**src/rtl/profcounter_pkg.sv**
```systemverilog
// Shared command encodings and FSM state type for the profiling-counter record path.
package profcounter_pkg;

    localparam int CMD_W = 4;

    localparam logic [CMD_W-1:0] CMD_STAMP = 4'h1;
    localparam logic [CMD_W-1:0] CMD_STOP  = 4'h2;

    typedef enum logic [1:0] {
        IDLE,
        RUN,
        FLUSH,
        FINISH
    } state_e;

endpackage

```
**src/rtl/rr_priority_pick.sv**
```systemverilog
// Combinational round-robin pick: first set bit of req_i at or above ptr_i, wrapping.
// Returns a one-hot grant, its index, and whether anything was requesting.
module rr_priority_pick #(
    parameter int N     = 4,
    parameter int IDX_W = 2
) (
    input  logic [N-1:0]     req_i,
    input  logic [IDX_W-1:0] ptr_i,
    output logic [N-1:0]     grant_o,
    output logic [IDX_W-1:0] idx_o,
    output logic             any_o
);

    always_comb begin
        int pos;
        // NOTE: every output gets a default first so no path through the loop infers a latch.
        grant_o = '0;
        idx_o   = '0;
        any_o   = 1'b0;
        pos     = 0;
        for (int k = 0; k < N; k++) begin
            pos = int'(ptr_i) + k;
            if (pos >= N) begin
                pos = pos - N;
            end
            if (!any_o && req_i[pos[IDX_W-1:0]]) begin
                any_o                     = 1'b1;
                grant_o[pos[IDX_W-1:0]]   = 1'b1;
                idx_o                     = pos[IDX_W-1:0];
            end
        end
    end

endmodule

```
**src/rtl/stamp_request_arbiter.sv**
```systemverilog
// Round-robin arbiter merging per-source STAMP records into one registered stream,
// absorbing per-source STOPs and emitting a single merged STOP at the end of a run.
module stamp_request_arbiter
    import profcounter_pkg::*;
#(
    parameter int  NUM_REQ = 4,
    parameter int  DATA_W  = 64,
    parameter int  CMD_W   = profcounter_pkg::CMD_W,
    localparam int ID_W    = $clog2(NUM_REQ)
) (
    input  logic                      ap_clk,
    input  logic                      ap_rst,
    input  logic                      start,
    input  logic [NUM_REQ-1:0]        req_valid,
    output logic [NUM_REQ-1:0]        req_ready,
    input  logic [NUM_REQ*CMD_W-1:0]  req_cmd,
    input  logic [NUM_REQ*DATA_W-1:0] req_value,
    output logic                      out_valid,
    input  logic                      out_ready,
    output logic [CMD_W-1:0]          out_cmd,
    output logic [DATA_W-1:0]         out_value,
    output logic [ID_W-1:0]           out_id,
    output logic                      busy,
    output logic                      done,
    output logic [31:0]               stamp_cnt
);

    state_e              state_q;
    logic [NUM_REQ-1:0]  stopped_q;
    logic [ID_W-1:0]     ptr_q;
    logic                out_valid_q;
    logic [CMD_W-1:0]    out_cmd_q;
    logic [DATA_W-1:0]   out_value_q;
    logic [ID_W-1:0]     out_id_q;
    logic                busy_q;
    logic                done_q;
    logic [31:0]         stamp_cnt_q;

    logic [NUM_REQ-1:0]  grant;
    logic [ID_W-1:0]     grant_idx;
    logic                grant_any;
    logic                slot_free;
    logic                accept;
    logic                grant_stopped;
    logic                fwd_stamp;
    logic                is_stop;
    logic [ID_W-1:0]     ptr_d;
    logic [CMD_W-1:0]    sel_cmd;
    logic [DATA_W-1:0]   sel_value;

    rr_priority_pick #(
        .N     (NUM_REQ),
        .IDX_W (ID_W)
    ) u_pick (
        .req_i   (req_valid),
        .ptr_i   (ptr_q),
        .grant_o (grant),
        .idx_o   (grant_idx),
        .any_o   (grant_any)
    );

    // out_ready feeds req_ready combinationally so a drain and a refill share one cycle.
    assign slot_free = !out_valid_q || out_ready;
    assign accept    = (state_q == RUN) && slot_free && grant_any;
    assign req_ready = accept ? grant : '0;

    always_comb begin
        sel_cmd   = '0;
        sel_value = '0;
        for (int i = 0; i < NUM_REQ; i++) begin
            if (grant[i]) begin
                sel_cmd   = req_cmd[i*CMD_W +: CMD_W];
                sel_value = req_value[i*DATA_W +: DATA_W];
            end
        end
    end

    // Records from a source that already stopped are swallowed, STAMPs included.
    assign grant_stopped = |(stopped_q & grant);
    assign fwd_stamp     = accept && (sel_cmd == CMD_W'(CMD_STAMP)) && !grant_stopped;
    assign is_stop       = accept && (sel_cmd == CMD_W'(CMD_STOP));
    assign ptr_d         = (grant_idx == ID_W'(NUM_REQ - 1)) ? '0 : grant_idx + 1'b1;

    // NOTE: all state here uses non-blocking assignments so every register sees pre-edge values.
    always_ff @(posedge ap_clk) begin
        if (ap_rst) begin
            state_q     <= IDLE;
            stopped_q   <= '0;
            ptr_q       <= '0;
            out_valid_q <= 1'b0;
            out_cmd_q   <= '0;
            out_value_q <= '0;
            out_id_q    <= '0;
            busy_q      <= 1'b0;
            done_q      <= 1'b0;
            stamp_cnt_q <= '0;
        end else begin
            done_q <= 1'b0;

            if (out_valid_q && out_ready) begin
                out_valid_q <= 1'b0;
            end

            if (accept) begin
                ptr_q <= ptr_d;
                if (fwd_stamp) begin
                    out_valid_q <= 1'b1;
                    out_cmd_q   <= sel_cmd;
                    out_value_q <= sel_value;
                    out_id_q    <= grant_idx;
                    stamp_cnt_q <= stamp_cnt_q + 32'd1;
                end
                if (is_stop) begin
                    stopped_q <= stopped_q | grant;
                end
            end

            case (state_q)
                IDLE: begin
                    if (start) begin
                        state_q     <= RUN;
                        busy_q      <= 1'b1;
                        stopped_q   <= '0;
                        stamp_cnt_q <= '0;
                        ptr_q       <= '0;
                    end
                end
                RUN: begin
                    if ((&stopped_q) && !out_valid_q) begin
                        state_q <= FLUSH;
                    end
                end
                FLUSH: begin
                    // Wait out any record still sitting in the slot before the merged STOP.
                    if (slot_free) begin
                        out_valid_q <= 1'b1;
                        out_cmd_q   <= CMD_W'(CMD_STOP);
                        out_value_q <= '0;
                        out_id_q    <= '0;
                        state_q     <= FINISH;
                    end
                end
                FINISH: begin
                    if (out_valid_q && out_ready) begin
                        state_q <= IDLE;
                        busy_q  <= 1'b0;
                        done_q  <= 1'b1;
                    end
                end
                default: begin
                    state_q <= IDLE;
                end
            endcase
        end
    end

    assign out_valid = out_valid_q;
    assign out_cmd   = out_cmd_q;
    assign out_value = out_value_q;
    assign out_id    = out_id_q;
    assign busy      = busy_q;
    assign done      = done_q;
    assign stamp_cnt = stamp_cnt_q;

endmodule

```
**config.mk**
```make
export PLATFORM = sky130hd
export DESIGN_NAME = stamp_request_arbiter
export DESIGN_NICKNAME = d
export VERILOG_FILES = /design/src/rtl/profcounter_pkg.sv /design/src/rtl/rr_priority_pick.sv /design/src/rtl/stamp_request_arbiter.sv
export SDC_FILE = /design/constraint.sdc
export NUM_CORES = 1
export LEC_CHECK = 0
export BUFFER_PORTS_ARGS = -buffer_cell sky130_fd_sc_hd__buf_2
export CAP_MARGIN = 20
export CELL_PAD_IN_SITES_DETAIL_PLACEMENT = 0
export CELL_PAD_IN_SITES_GLOBAL_PLACEMENT = 1
export CORE_MARGIN = 10
export CORE_UTILIZATION = 33
export CTS_BUF_LIST = sky130_fd_sc_hd__clkbuf_16
export DETAILED_ROUTE_END_ITERATION = 10
export GPL_TIMING_DRIVEN = 0
export PLACE_DENSITY = 0.89
export SYNTH_ARGS = -nofsm -noshare
export SYNTH_HDL_FRONTEND = slang
export SYNTH_SLANG_ARGS = --single-unit
```
**constraint.sdc**
```tcl
create_clock -name ap_clk -period 12.9 [get_ports ap_clk]
set_clock_uncertainty 0.1 [all_clocks]
set_input_delay 2.58 -clock ap_clk [delete_from_list [all_inputs] [get_ports ap_clk]]
set_output_delay 2.58 -clock ap_clk [all_outputs]
set_load 0.03 [all_outputs]
```
======== Word level (Yosys, flattened, before mapping) ========
Index checks and enable logic that the tools add are counted.
word-level totals
  bits in registers ....................... 113
operators by class
  add/subtract/negate cells ............... 9
  $lt $le $gt $ge ......................... 12
  eq/ne operators ......................... 10
  mux-type cells .......................... 79
  bitwise operators ....................... 6
  reductions and logical operators ........ 27
operators by type and width
  kind                                                 count
  two-way mux 64 bit                                   8
  two-way mux 32 bit                                   4
  two-way mux 4 bit                                    17
  two-way mux 2 bit                                    20
  adder 32 x 1 -> 32 bit, second input constant        1
  two-way mux 1 bit                                    20
  bitwise OR 4 bit                                     4
  logical AND 1 bit                                    14
  < comparator 2 x 3 -> 1 bit, second input constant   4
  >= comparator 3 bit, second input constant           3
  binary-select mux 1 bit (select 2 bit)               4
  demux 1 bit (select 2 bit)                           4
  >= comparator 2 x 1 -> 1 bit, second input constant  4
  one-hot mux 2 bit (4 select lines)                   1
  AND reduction 4 bit                                  2
  subtractor 2 x 1 -> 2 bit, second input constant     4
  adder 2 x 2 -> 3 bit, second input constant          2
  == test 2 bit, second input constant                 3
  inequality test 2 bit, second input constant         3
  logical NOT 1 bit                                    5
  AND 4 bit                                            1
  == test 4 x 1 -> 1 bit, second input constant        1
  == test 4 x 2 -> 1 bit, second input constant        1
  OR reduction 4 bit                                   1
  other kinds (12)                                     12

======== Logic depth before layout (Yosys ltp) ========
Gate-level depths: netlist of the first run.
  depth after elaboration ................. 25
  depth in mapped cells ................... 16
  depth with buffers taken out ............ 11

======== Hierarchy ========
A second synthesis of the first run with hierarchy kept.
unflattened totals
  cells, all modules ...................... 860
  area total of the unflattened synthesis .. 6805.3 µm²
modules (own cells, without submodules)
  module                 instances  cells an instance  area each (µm²)
  stamp_request_arbiter  1          815                6383.6
  rr_priority_pick       1          45                 421.7

======== Worst setup path after synthesis of the first run ========
Ideal clock, no wire load.
  path kind ............................... input-to-output
  start point ............................. input port req_valid[0]
  end point ............................... output port req_ready[1]
  arrival time ............................ 5018 ps
  slack ................................... 5202 ps
  stages on the path ...................... 7
  path buffers ............................ 2
  path through ............................ or3b_2 -> a2111o_1 -> a21o_1 -> o21ai_1 -> clkbuf_1 -> buf_1 -> nor2b_1
between the ends
  cells in the longest elaborated chain, start to end .. 14
  elaborated cells on any way between the ends .. 27
  classes of those cells .................. mux (17); bitwise (3); reduce/logical (7)
ends and longest elaborated chain
  element                                  line                         RTL
  from (decl)                              stamp_request_arbiter.sv:14  input logic [NUM_REQ-1:0] req_valid,
  binary-select mux 1 bit (select 2 bit)   rr_priority_pick.sv:26       if (!any_o && req_i[pos[IDX_W-1:0]]) begin
  two-way mux 1 bit (implied by the code)  rr_priority_pick.sv:26
  two-way mux 1 bit                        rr_priority_pick.sv:26
  logical NOT 1 bit                        rr_priority_pick.sv:26
  logical AND 1 bit                        rr_priority_pick.sv:26
  two-way mux 1 bit                        rr_priority_pick.sv:26
  logical NOT 1 bit                        rr_priority_pick.sv:26
  logical AND 1 bit                        rr_priority_pick.sv:26
  two-way mux 1 bit                        rr_priority_pick.sv:26
  logical NOT 1 bit                        rr_priority_pick.sv:26
  logical AND 1 bit                        rr_priority_pick.sv:26
  two-way mux 1 bit                        rr_priority_pick.sv:26
  logical AND 1 bit                        stamp_request_arbiter.sv:64  assign accept = (state_q == RUN) && slot_free && grant_any;
  two-way mux 4 bit (*)                    stamp_request_arbiter.sv:65  assign req_ready = accept ? grant : '0;
  to (decl)                                stamp_request_arbiter.sv:15  output logic [NUM_REQ-1:0] req_ready,
Every way passes the cells marked *; elsewhere a longest branch is shown, timed or not. The select of a mux whose other input is x is not followed.

======== Final worst setup path of the first run ========
  start point ............................. input port req_valid[3]
  end point ............................... output port req_ready[2]
Same word-level chain as after synthesis.

==> results of run 1 <==
layout make-up:
type / instances / area [um^2]
repair buffers: 387 / 1940
fillers: 2125 / 10500
diodes: 7 / 17.5
clock inverters: 15 / 218
inverters: 11 / 41.3
clock buffers: 17 / 425
flip-flops and latches: 113 / 2260
plain buffers: 89 / 348
multi-input cells: 686 / 4120
well taps: 270 / 338
through the flow:
| step | instance area [um^2] | power (W) | hold WS, ps | util |
|---|---|---|---|---|
| after floorplan | 6770 | 0.00112 | 359 | - |
| after global placement | 9050 | 0.00148 | 367 | 0.447 |
| after detailed placement | 9050 | 0.00148 | 368 | 0.447 |
| after CTS | 9690 | 0.00200 | 375 | 0.479 |
| after global routing | 9700 | 0.00213 | 389 | 0.479 |
| final | 9710 | 0.00200 | 372 | 0.480 |
flip-flops by register name, summed over array words and instances, names as in the netlist:
signal / count
busy: 1
done: 1
out_cmd: 4
out_id: 2
out_valid: 1
out_value: 64
ptr_q: 2
stamp_cnt: 32
state_q: 2
stopped_q: 4
cell usage after synthesis, drive strengths merged, types with 7 or more instances:
| cell | instances |
|---|---|
| a221oi | 72 |
| nand2 | 43 |
| o21ai | 71 |
| inv | 11 |
| or2 | 7 |
| nand4 | 7 |
| nor3 | 70 |
| or4 | 10 |
| nand3b | 8 |
| clkbuf | 64 |
| dfxtp | 113 |
| buf | 25 |
| ha | 12 |
| a21oi | 142 |
| o31ai | 12 |
| nor2 | 113 |
| or3 | 10 |
| nand3 | 13 |
| o311a | 16 |
worst max-delay path by stage:
stage	from	endpoint
after floorplan	req_valid[0]	req_ready[1]
after global placement	req_valid[3]	req_ready[2]
after detailed placement	req_valid[3]	req_ready[2]
after CTS	req_valid[3]	req_ready[2]
after global routing	req_valid[3]	req_ready[2]
final	req_valid[3]	req_ready[2]
logic make-up after synthesis:
group	count (synthesis)	share of synthesized area
AO/OA/AOI/OAI	343	0.328
XOR/XNOR	3	0.00388
adder cells (fa/ha/maj)	12	0.0222
buffers and inverters	100	0.0575
flip-flops	113	0.334
multiplexers	12	0.0240
AND/OR/NAND/NOR	316	0.231
metal layers:
layer / GRT usage / vias to the layer above / share of wire
li1: - / 4222 / -
met1: 0.297 / 4189 / 0.39
met2: 0.418 / 430 / 0.49
met3: 0.0972 / 55 / 0.10
met4: 0.0861 / 8 / 0.024
met5: 0 / - / 0.0017
report_power, final:
| part | switching, W | internal [W] | leakage, nW |
|---|---|---|---|
| logic | 0.000723 | 0.000342 | 3.06 |
| clock network | 0.000180 | 0.000341 | 0.310 |
| registers | 0.0000261 | 0.000390 | 0.912 |
cells in the final DEF (no fill, tap or decap), types with 8 or more instances in the layout:
cell type,synthesis,layout
o21ai_0,69,69
o311a_1,16,16
nor2_1,113,113
o31ai_1,12,12
inv_1,11,12
nand3_1,13,13
a21oi_1,142,142
clkbuf_1,64,64
nand3b_1,8,8
nand2_1,43,43
nor3_1,69,69
clkbuf_16,0,17
dfxtp_1,113,113
a221oi_1,72,72
or4_1,10,10
ha_1,12,12
buf_2,5,392
buf_1,19,19
or3_1,10,10
worst max-delay path: stages:
cell and delay, ps:
buf_2 110, clkbuf_1 350, nor3b_1 130, a22oi_1 500
nand2_1 220, a21oi_1 520, clkbuf_1 580, buf_1 480
nor2_1 90, buf_2 200
==> results.yml, run 1 <==
status:
  status: "finished, final reports clean"
sta:
  fin_crit_ps: 8430
  final_hold_viol_count: 0
  drv_slew: 0
  rsz0062_at_grt: "no"
  slew_headroom: 0.471
  setup_ws_ps: 4470
  post-route-period-util: 0.654
  fmax_mhz: 119
  fin_tns_setup_ps: 0
  worst_pin_slew_ps: 794
  setup_violations: 0
pwr:
  peakVddDrop_v: 0.000106
  leakage_nw: 4.29
  powerDensity_nw_per_um2: 206
logic_synthesis:
  yosys.area.top_type_share: 0.334
  syn_area_um2: 6770
  async_reset_ff_frac: 0
  ys_top_cells_by_area: "dfxtp_1, a21oi_1, a221oi_1"
  ys_seq_area_frac: 0.334
  synth_edf_count: 0
  syn_inst: 899
  yosysWarnings: 0
  synth_seq_cells: 113
  synth_cell_types: 61
  yosysTopAreaCell: "dfxtp_1"
  ys.flop_type: "dfxtp_1"
  syn_nets: 1191
  avgSynthCellArea_um2: 7.53
die:
  initial_utilization: 0.335
  dieArea_um2: 26700
  coreArea_um2: 20200
  ios: 389
  rows: 52
  die_w_um: 163
  dieHeight_um: 163
final_layout:
  syn_to_final_growth_pct: 43.3
  stdcell_count: 1595
  nNetsFinal: 1597
  layout-drive-gt1-share: 0.338
clock_tree:
  clk_pin_slew_ps: 50
  clk_latency_ps: 420
  htreeDepth: 4
  clock-root-buffer: "clkbuf_16"
  cts_setup_buffers: 0
  numCtsBuffers: 17
  cts_tree: "yes"
  clock_sinks: 113
  ctsLongestPathBuffers: 2
  cts_resized: 0
  hold_buffers: 0
global_route:
  grt_pass1_wl_um: 52400
  track_usage: 0.255
  grt_pass1_vias: 8724
  grt_antenna_before_repair: 11
  grt_max_degree: 17
  grt_overflow_total: 0
hold_path:
  worstHoldPathCells: 2
  min_path_type: "reg -> reg"
  min_from: "out_id[1]"
  hold_end: "out_id[1]"
routing:
  viasPerCell: 5.58
  vias: 8904
  drt_wl_total_um: 36300
  route.detailed.drc: 0
  wl_per_cell_um: 22.8
  ant_nets: 0
  drtIter0Drc: 693
  first_pass_iters: 5
placement:
  hpwl_um: 29200
  place_inst: 1556
  routabilityCongestion: 0.995
  portBuffers: 387
  post-place-ws_ps: 4450
critical_path:
  cp_max_fo: 10
  crit_required_ps: 10220
  r2r_end: "out_value[63]"
  arrival_ps: 5750
  end_kind: "primary output"
  reg2reg_depth: 15
  criticalPathCategory: "in -> out"
  rr_startpoint: "ptr_q[1]"
  reg2reg_slack_ps: 7220
  critPathLaunchType: "input pin"
flow_run:
  drv_cap: 0
Power figures use the tool's default switching activity.
==> run 2: changes to the inputs <==
Settings changed: ABC_AREA set to 1, CORE_UTILIZATION 33 to 31, PLACE_DENSITY 0.89 to 0.83.
Clock period 12.9 ns to 8 ns, I/O delays scaled along.
==> results.yml, run 2 <==
final_layout:
  syn_to_final_growth_pct: 37.7
  fillers: 2680
  layout-drive-gt1-share: 0.290
  nNetsFinal: 1921
  largest_reg_flops: 64
  final_area_um2: 10600
  layout_commonest_cell: "buf_2"
  stdcell_count: 1971
  final_cell_mix: "buf_2, nand2_1, a21oi_1"
clock_tree:
  numCtsBuffers: 17
  cts_resized: 0
  clock-root-buffer: "clkbuf_16"
  clock_sinks: 113
  clk_latency_ps: 410
  htreeDepth: 4
  clk_pin_slew_ps: 60
  hold_buffers: 0
  cts_setup_buffers: 0
  cts_tree: "yes"
  ctsLongestPathBuffers: 2
logic_synthesis:
  ys_top_cells_by_area: "dfxtp_1, a21oi_1, nand2_1"
  ys_seq_area_frac: 0.293
  synth_cell_types: 39
  syn_nets: 1514
  syn_area_um2: 7720
  synth_edf_count: 0
  yosysTopAreaCell: "dfxtp_1"
  synth_common_cells: "nand2_1, a21oi_1, inv_1"
  synth_seq_cells: 113
  yosys.area.top_type_share: 0.293
  syn_inst: 1222
  yosysWarnings: 0
  ys.flop_type: "dfxtp_1"
  async_reset_ff_frac: 0
  yosysMostFrequentCell: "nand2_1"
  avgSynthCellArea_um2: 6.32
critical_path:
  arrival_ps: 3820
  crit_required_ps: 6300
  r2r_end: "out_value[61]"
  max_stage_delay_ps: 430
  cp_cell_sequence: "buf_2 > inv_1 > o211ai_1 > nand2_1 > nor2_4 > nand2_1 > nand3_2 > buf_2 > buf_1 > nand2_1 > inv_1 > buf_2"
  slowest_stage: "buf_1"
  rr_startpoint: "ptr_q[0]"
  startpoint: "req_valid[2]"
  critPathLaunchType: "input pin"
  reg2reg_depth: 16
  end_kind: "primary output"
  endpoint: "req_ready[0]"
  criticalPathCategory: "in -> out"
  reg2reg_slack_ps: 4450
  cp_max_fo: 10
global_route:
  grt_max_degree: 17
  track_usage: 0.232
  grt_pass1_vias: 9387
  grt_overflow_total: 0
  grt_antenna_before_repair: 8
  grt_pass1_wl_um: 57000
pwr:
  powerDensity_nw_per_um2: 388
  leakage_nw: 5.52
  peakVddDrop_v: 0.000138
sta:
  post-route-period-util: 0.690
  drv_slew: 0
  worst_pin_slew_ps: 617
  final_hold_viol_count: 0
  rsz0062_at_grt: "no"
  slew_headroom: 0.589
  fmax_mhz: 181
  fin_hold_ws_ps: 345
  fin_tns_setup_ps: 0
  fin_crit_ps: 5520
  setup_violations: 0
die:
  dieArea_um2: 31600
  coreArea_um2: 24400
  dieHeight_um: 178
  initial_utilization: 0.316
  rows: 57
  ios: 389
  die_w_um: 178
routing:
  drt_wl_total_um: 39400
  wl_per_cell_um: 20.0
  ant_nets: 0
  viasPerCell: 5.09
  vias: 10000
  route.detailed.drc: 0
  first_pass_iters: 5
  drtIter0Drc: 816
placement:
  portBuffers: 388
  routabilityCongestion: 0.975
  place_inst: 1934
  postPlaceCellArea_um2: 10100
  hpwl_um: 32300
hold_path:
  min_path_type: "reg -> reg"
flow_run:
  drv_cap: 0
status:
  status: "finished, final reports clean"
[run 2: report_power, final]
part / internal, W / leakage (nW) / switching, W / total (W)
clock: 0.000448 / 0.267 / 0.000268 / 0.000717
sequential: 0.000636 / 0.912 / 0.0000478 / 0.000684
combinational: 0.000854 / 4.35 / 0.00187 / 0.00272
[run 2: layout make-up]
type	instances	area, um^2	share of cell area
inverters	159	597	0.0561
clock inverters	15	128	0.0120
diodes	5	12.5	0.00118
repair buffers	388	1940	0.183
multi-input cells	865	4440	0.417
clock buffers	17	425	0.0400
well taps	324	405	0.0381
plain buffers	85	420	0.0395
flip-flops and latches	113	2260	0.213
[run 2: logic make-up after synthesis]
logic type               after synthesis  share of synthesized area
AND/OR/NAND/NOR                      454                      0.264
AO/OA/AOI/OAI                        386                      0.277
buffers and inverters                244                      0.132
flip-flops                           113                      0.293
XOR/XNOR                              13                     0.0148
adder cells (fa/ha/maj)               12                     0.0195
[run 2: worst min-delay path by stage]
stage	from	end	slack [ps]	cells past startpoint
after detailed placement	out_cmd[3]	out_cmd[3]	340	2
after global placement	out_cmd[2]	out_cmd[2]	330	2
after floorplan	stopped_q[3]	stopped_q[3]	340	2
final	out_cmd[3]	out_cmd[3]	350	2
after CTS	out_cmd[3]	out_cmd[3]	350	2
after global routing	out_cmd[2]	out_cmd[2]	380	2
[run 2: metrics by stage]
stage	power (W)	setup WS (ps)	utilization
3_3_place_gp	0.00339	2500	0.413
6_report	0.00413	2480	0.436
3_5_place_dp	0.00339	2490	0.413
2_1_floorplan	0.00258	3130	-
5_1_grt	0.00445	2250	0.436
4_1_cts	0.00412	2490	0.435
[run 2: per-layer routing]
layer,track usage,part of all wire,up-vias
li1,-,-,4946
met1,0.280,0.41,4643
met2,0.399,0.50,392
met3,0.0542,0.072,53
met4,0.0698,0.022,6
met5,0,0.00091,-
[run 2: worst max-delay path: cells and delay by family]
kind,cells,cell delay (ps)
AO/OA/AOI/OAI,1,150
buffers and inverters,6,1210
AND/OR/NAND/NOR,5,850
